File: src/rtl/wb_timer_pkg.sv
// Shared definitions for the Wishbone timer: register map, CTRL/STATUS bit
// positions, prescaler width and the byte-lane merge helper.
package wb_timer_pkg;

    // Word index taken from wbs_adr_i[4:2]; byte offsets are 0x00, 0x04, 0x08, 0x0C, 0x10.
    typedef enum logic [2:0] {
        REG_CTRL     = 3'd0,
        REG_LOAD     = 3'd1,
        REG_COUNT    = 3'd2,
        REG_STATUS   = 3'd3,
        REG_PRESCALE = 3'd4
    } reg_idx_e;

    localparam int unsigned CTRL_EN_BIT     = 0;
    localparam int unsigned CTRL_AUTO_BIT   = 1;
    localparam int unsigned CTRL_IRQ_EN_BIT = 2;
    localparam int unsigned CTRL_W          = 3;
    localparam int unsigned STATUS_EXP_BIT  = 0;
    localparam int unsigned PRESCALE_W      = 16;

    function automatic logic [31:0] apply_sel(input logic [31:0] cur,
                                              input logic [31:0] wdat,
                                              input logic [3:0]  sel);
        logic [31:0] res;
        res = cur;
        for (int b = 0; b < 4; b++) begin
            if (sel[b]) res[8*b +: 8] = wdat[8*b +: 8];
        end
        return res;
    endfunction

endpackage

File: src/rtl/wb_timer_prescaler.sv
// Tick divider for wb_timer: one tick every prescale_i+1 cycles while enabled.
// Only instantiated when WB_TIMER_PRESCALE_EN is defined.
module wb_timer_prescaler
    import wb_timer_pkg::*;
(
    input  logic                  wb_clk_i,
    input  logic                  wb_rst_ni,
    input  logic                  en_i,
    input  logic                  clear_i,
    input  logic [PRESCALE_W-1:0] prescale_i,
    output logic                  tick_o
);

    logic [PRESCALE_W-1:0] cnt_q, cnt_d;

    // >= so that lowering PRESCALE mid-run never lets the counter wrap.
    assign tick_o = en_i && (cnt_q >= prescale_i);

    always_comb begin
        cnt_d = cnt_q;
        if (clear_i || !en_i || tick_o) begin
            cnt_d = '0;
        end else begin
            cnt_d = cnt_q + 1'b1;
        end
    end

    always_ff @(posedge wb_clk_i or negedge wb_rst_ni) begin
        if (!wb_rst_ni) begin
            cnt_q <= '0;
        end else begin
            cnt_q <= cnt_d;
        end
    end

endmodule

File: src/rtl/wb_timer.sv
// Wishbone classic slave down-counting timer with reload and interrupt.
// Define WB_TIMER_PRESCALE_EN to add the PRESCALE register and tick divider.
module wb_timer
    import wb_timer_pkg::*;
#(
    parameter logic [31:0] RESET_LOAD = 32'h0000_0000,
    parameter bit          IRQ_LEVEL  = 1'b1
) (
    input  logic        wb_clk_i,
    input  logic        wb_rst_ni,
    input  logic [31:0] wbs_adr_i,
    input  logic [31:0] wbs_dat_i,
    output logic [31:0] wbs_dat_o,
    input  logic        wbs_we_i,
    input  logic [3:0]  wbs_sel_i,
    input  logic        wbs_stb_i,
    input  logic        wbs_cyc_i,
    output logic        wbs_ack_o,
    output logic        irq_o
);

    logic              ack_q, ack_d;
    logic [31:0]       rdata_q, rdata_d;
    logic [CTRL_W-1:0] ctrl_q, ctrl_d;
    logic [31:0]       load_q, load_d;
    logic [31:0]       count_q, count_d;
    logic              exp_q, exp_d;
    logic              exp_set;
    logic              tick;

    logic     req, wr, rd;
    logic     wr_ctrl, wr_load, wr_count, wr_status;
    reg_idx_e reg_idx;
    logic     addr_unused;

    assign addr_unused = ^{wbs_adr_i[31:5], wbs_adr_i[1:0]};

    assign req       = wbs_cyc_i && wbs_stb_i && !ack_q;
    assign wr        = req && wbs_we_i;
    assign rd        = req && !wbs_we_i;
    assign reg_idx   = reg_idx_e'(wbs_adr_i[4:2]);
    assign wr_ctrl   = wr && (reg_idx == REG_CTRL);
    assign wr_load   = wr && (reg_idx == REG_LOAD);
    assign wr_count  = wr && (reg_idx == REG_COUNT);
    assign wr_status = wr && (reg_idx == REG_STATUS);

`ifdef WB_TIMER_PRESCALE_EN
    logic [PRESCALE_W-1:0] prescale_q, prescale_d;
    logic                  wr_prescale;

    assign wr_prescale = wr && (reg_idx == REG_PRESCALE);

    wb_timer_prescaler u_prescaler (
        .wb_clk_i   (wb_clk_i),
        .wb_rst_ni  (wb_rst_ni),
        .en_i       (ctrl_q[CTRL_EN_BIT]),
        .clear_i    ((wr_ctrl && wbs_sel_i[0]) || wr_count),
        .prescale_i (prescale_q),
        .tick_o     (tick)
    );

    always_comb begin
        prescale_d = prescale_q;
        if (wr_prescale) begin
            for (int b = 0; b < PRESCALE_W / 8; b++) begin
                if (wbs_sel_i[b]) prescale_d[8*b +: 8] = wbs_dat_i[8*b +: 8];
            end
        end
    end
`else
    assign tick = ctrl_q[CTRL_EN_BIT];
`endif

    // NOTE: every variable gets its hold value before any branch, so no latch can be inferred.
    always_comb begin
        ctrl_d  = ctrl_q;
        load_d  = load_q;
        count_d = count_q;
        exp_d   = exp_q;
        exp_set = 1'b0;

        // A bus write to CTRL or COUNT takes precedence over this cycle's countdown.
        if (tick && (count_q != '0) && !(wr_ctrl || wr_count)) begin
            if (count_q == 32'd1) begin
                exp_set = 1'b1;
                if (ctrl_q[CTRL_AUTO_BIT]) begin
                    count_d = load_q;
                end else begin
                    count_d             = '0;
                    ctrl_d[CTRL_EN_BIT] = 1'b0;
                end
            end else begin
                count_d = count_q - 32'd1;
            end
        end

        if (wr_ctrl && wbs_sel_i[0]) ctrl_d  = wbs_dat_i[CTRL_W-1:0];
        if (wr_load)                 load_d  = apply_sel(load_q, wbs_dat_i, wbs_sel_i);
        if (wr_count)                count_d = apply_sel(count_q, wbs_dat_i, wbs_sel_i);

        if (wr_status && wbs_sel_i[0] && wbs_dat_i[STATUS_EXP_BIT]) exp_d = 1'b0;
        if (exp_set) exp_d = 1'b1;
    end

    always_comb begin
        ack_d   = req;
        rdata_d = '0;
        if (rd) begin
            case (reg_idx)
                REG_CTRL:     rdata_d = {{(32-CTRL_W){1'b0}}, ctrl_q};
                REG_LOAD:     rdata_d = load_q;
                REG_COUNT:    rdata_d = count_q;
                REG_STATUS:   rdata_d = {31'b0, exp_q};
`ifdef WB_TIMER_PRESCALE_EN
                REG_PRESCALE: rdata_d = {{(32-PRESCALE_W){1'b0}}, prescale_q};
`endif
                default:      rdata_d = '0;
            endcase
        end
    end

    // NOTE: sequential state updates use non-blocking assignments only.
    always_ff @(posedge wb_clk_i or negedge wb_rst_ni) begin
        if (!wb_rst_ni) begin
            ack_q      <= 1'b0;
            rdata_q    <= '0;
            ctrl_q     <= '0;
            load_q     <= RESET_LOAD;
            count_q    <= '0;
            exp_q      <= 1'b0;
`ifdef WB_TIMER_PRESCALE_EN
            prescale_q <= '0;
`endif
        end else begin
            ack_q      <= ack_d;
            rdata_q    <= rdata_d;
            ctrl_q     <= ctrl_d;
            load_q     <= load_d;
            count_q    <= count_d;
            exp_q      <= exp_d;
`ifdef WB_TIMER_PRESCALE_EN
            prescale_q <= prescale_d;
`endif
        end
    end

    assign wbs_ack_o = ack_q;
    assign wbs_dat_o = rdata_q;

    generate
        if (IRQ_LEVEL) begin : g_irq_level
            assign irq_o = exp_q && ctrl_q[CTRL_IRQ_EN_BIT];
        end else begin : g_irq_pulse
            logic irq_q;
            always_ff @(posedge wb_clk_i or negedge wb_rst_ni) begin
                if (!wb_rst_ni) begin
                    irq_q <= 1'b0;
                end else begin
                    irq_q <= exp_set && ctrl_q[CTRL_IRQ_EN_BIT];
                end
            end
            assign irq_o = irq_q;
        end
    endgenerate

endmodule
File: config.mk
export PLATFORM = sky130hd
export DESIGN_NAME = wb_timer
export DESIGN_NICKNAME = d
export VERILOG_FILES = /design/src/rtl/wb_timer_pkg.sv /design/src/rtl/wb_timer_prescaler.sv /design/src/rtl/wb_timer.sv
export SDC_FILE = /design/constraint.sdc
export NUM_CORES = 1
export LEC_CHECK = 0
export ABC_AREA = 1
export CAP_MARGIN = 15
export CORE_AREA = 2 2 109 111
export CTS_CLUSTER_SIZE = 12
export DETAILED_ROUTE_END_ITERATION = 10
export DIE_AREA = 0 0 111 113
export PLACE_DENSITY = 0.9
export SYNTH_ARGS = -nofsm -noshare
export SYNTH_HDL_FRONTEND = slang
export SYNTH_SLANG_ARGS = --single-unit
File: constraint.sdc
create_clock -name wb_clk_i -period 2 [get_ports wb_clk_i]
set_input_delay 0.4 -clock wb_clk_i [delete_from_list [all_inputs] [get_ports wb_clk_i]]
set_output_delay 0.4 -clock wb_clk_i [all_outputs]
set_load 0.005 [all_outputs]
==> summary by stage <==
Route
After detailed routing, the average wire length per cell comes to 15.8 um. The via density per instance is 5.57. Across all layers, the routed design uses 5940 vias. Before antenna repair, the detailed router went through 5 iterations.

In this run the remaining antenna-violating nets after routing total 0. The detailed router finished its first iteration with 670 violations. For this run, design rule violations remaining after detail routing come to 0. The wire length after detailed routing is 16800 um.

Min path
The worst min-delay path class is in2async.

CTS
Clock-pin slew was measured on the worst setup and hold paths at about 70 ps. The tree is rooted in a clkbuf_16. The total clock sinks is 101. Buffers inserted during clock tree synthesis total 9. The TritonCTS clock tree is built. The number of H-tree levels is 3. Clock latency on the worst-skew pair, taken at its later pin, is 350 ps. No sink is reached through more buffers than the 2 on the longest clock path.

Layout
The area added between synthesis and finish is 29.9%. Leaving out fill and tap cells, the most frequent cell in the layout is nand2_1. In the final design database the tool counted 996 nets. In the layout the commonest cells are nand2_1 (232), nand3_1 (107), dfrtp_1 (101), nor2_1 (92), clkdlybuf4s50_1 (76). The number of antenna cells inserted is 0. The finished layout holds 1067 standard cells, fillers aside.

The fraction of layout cells with a size suffix above 1 is 15.3%.

Timing
In the finished design, the share of the clock period the worst path needs comes to a little over nine tenths. The worst max-slew margin expressed relative to the limit is a little over half. Final hold analysis gives a worst-case slack of around 490 ps. The final count of pins violating max slew is 0. The clock arrives with 5.95 ps of skew. The number of hold-slack violations in the final timing report was 0.

The worst path needs 1930 ps of the cycle, external delays included. The pin slew with the least headroom to its limit is 680 ps. The fmax is 0.518 GHz. The count of endpoints failing setup in the final report is 0.

Logic synthesis
In the synthesized netlist, the number of instances is 801. By area the synthesized netlist is led by dfrtp_1 (43%), nand2_1 (15%), nand3_1 (9.3%). Sequential elements use a little over two fifths of the synthesized area. After synthesis, the mean cell area works out to 7.31 um2. Synthesis produced a netlist with a net count of slightly below 900.

The netlist uses 31 different library cells. After synthesis the netlist holds a flip-flop and latch count of 101. Summed over its instances, the top area cell type makes up 43.2% of the synthesized netlist area. The summed instance area of the synthesized netlist is 5850 um2.

The count of yosys warnings during synthesis is 0. The largest area contributor in the netlist is dfrtp_1.

Die
The floorplan die height is 113 um. The floorplan step defined a die boundary enclosing around 13000 um2. The initialized floorplan defines 39 standard-cell rows. The core area is approximately 11000 um2.

The horizontal die dimension is 111 um. For this configuration, the core starts out at a cell density of 51.9%. In this run the count of I/O pins placed on the die edge is between 100 and 150.

Global route
The wire length of the first global-routing pass is 27600 um. Entering global routing, the biggest net connects 48 pins. The sum of overflow across all layers after global routing is 0. The via count of the first global-routing pass is 5679.

The initial antenna violation count came to 0. Global routing used 27.1% of the available tracks.

Critical path
The startpoint type of the worst setup path is a flip-flop. The kind of end point of the critical path is a flip-flop. The critical path class is reg2reg. The data arrival time of the worst path is 2170 ps. Data on the critical path is required at its endpoint by 2240 ps. Along the worst path, the maximum fanout reaches 13.

Pwr
Summed over all cells, the static leakage comes to between 3 and 4 nW. The power density relative to cell area is 1090 nW/um2. The peak supply drop is between 0.0004 and 0.0005 V.

The total chip power is 0.00832 W.

Placement
Detailed placement ended at an HPWL of 11500 um. The number of placed instances, taps included, is 1047. The final estimated routing congestion in global placement is 0.945. The number of input and output port buffers inserted is between 70 and 80.

Run
The tool flagged a number of max-cap violations equal to 0.

Run status
The run finished with clean final reports.
kinds of logic after synthesis:
family                   share of synthesized area (%)
adder cells (fa/ha/maj)                          0.641
multiplexers                                      4.81
flip-flops                                        43.2
buffers and inverters                             6.90
XOR/XNOR                                          1.80
AND/OR/NAND/NOR                                   33.9
AO/OA/AOI/OAI                                     8.74
synthesized netlist by cell type, drive strengths merged:
cell / instances
mux2: 25
nor2: 108
inv: 62
a221oi: 1
or2: 2
xor2: 5
buf: 16
o211ai: 3
dfrtp: 101
nor3: 2
o21ai: 28
o221ai: 1
nand4: 4
clkbuf: 17
nand2: 242
a21oi: 61
nand3b: 2
ha: 3
nand3: 109
xnor2: 7
o21bai: 2
per-stage QoR:
step	instance area [um2]	setup TNS (ps)	worst slack (ps)	utilization, %
after CTS	7500	0	74.6	66.6
after global placement	7180	-6500	-190	63.7
after detailed placement	7180	-9430	-253	63.7
final	7600	0	68.5	67.4
after floorplan	5850	0	298	-
after global routing	7600	-220	-53.2	67.4
worst paths after layout:
check	slack, ps	cells after the start	end	from
setup reg to reg	70	11	count_q[20]	count_q[8]
hold reg to reg	510	2	load_q[2]	load_q[2]
hold / removal	490	2	wbs_dat_o[15]	wb_rst_ni
max in group asynchronous	970	3	load_q[28]	wb_rst_ni
setup / recovery	70	11	count_q[20]	count_q[8]
min in group wb_clk_i	510	2	load_q[2]	load_q[2]
worst max-delay path: stages (launching register included):
cell	delay (ps)
dfrtp_1	450
nor2_2	200
nand2_2	110
nor2_4	190
nand2_1	110
nor2_1	110
nand2_1	150
buf_12	190
nand3_1	110
nand3_1	80
nand2_1	80
nand2_1	50
report_power, final:
group,internal [W],switching [W]
registers,0.00239,0.000333
clock network,0.00112,0.000754
logic,0.00144,0.00228
final cells by class:
cell class / instances / area, um2
inverters: 62 / 233
flip-flops and latches: 101 / 2530
well taps: 143 / 179
repair buffers: 141 / 1380
clock buffers: 11 / 243
multi-input cells: 605 / 2970
clock inverters: 4 / 72.6
fillers: 902 / 3670
routing by layer:
metal	share of wire, %	vias up	GRT usage, %	routed length, um
li1	-	2822	-	-
met1	41	2760	36.0	6870
met2	48	318	45.5	8080
met3	8.5	40	3.86	1430
met4	2.6	0	10.3	442
met5	0	-	0	0
registers in the layout, summed over array words and instances, names as in the netlist:
signal / count
count_q: 32
load_q: 32
ctrl_q: 3
wbs_dat_o: 32
wbs_ack_o: 1
exp_q: 1
timing repair:
action / in CTS / in global routing
endpoints found under the setup margin: 0 / 42
buffers inserted: 0 / 3
hold buffers: 1 / 0
endpoints found under the hold margin: 20 / 0
resized for setup: 0 / 17
No activity file was read; power rests on OpenSTA's default activity.
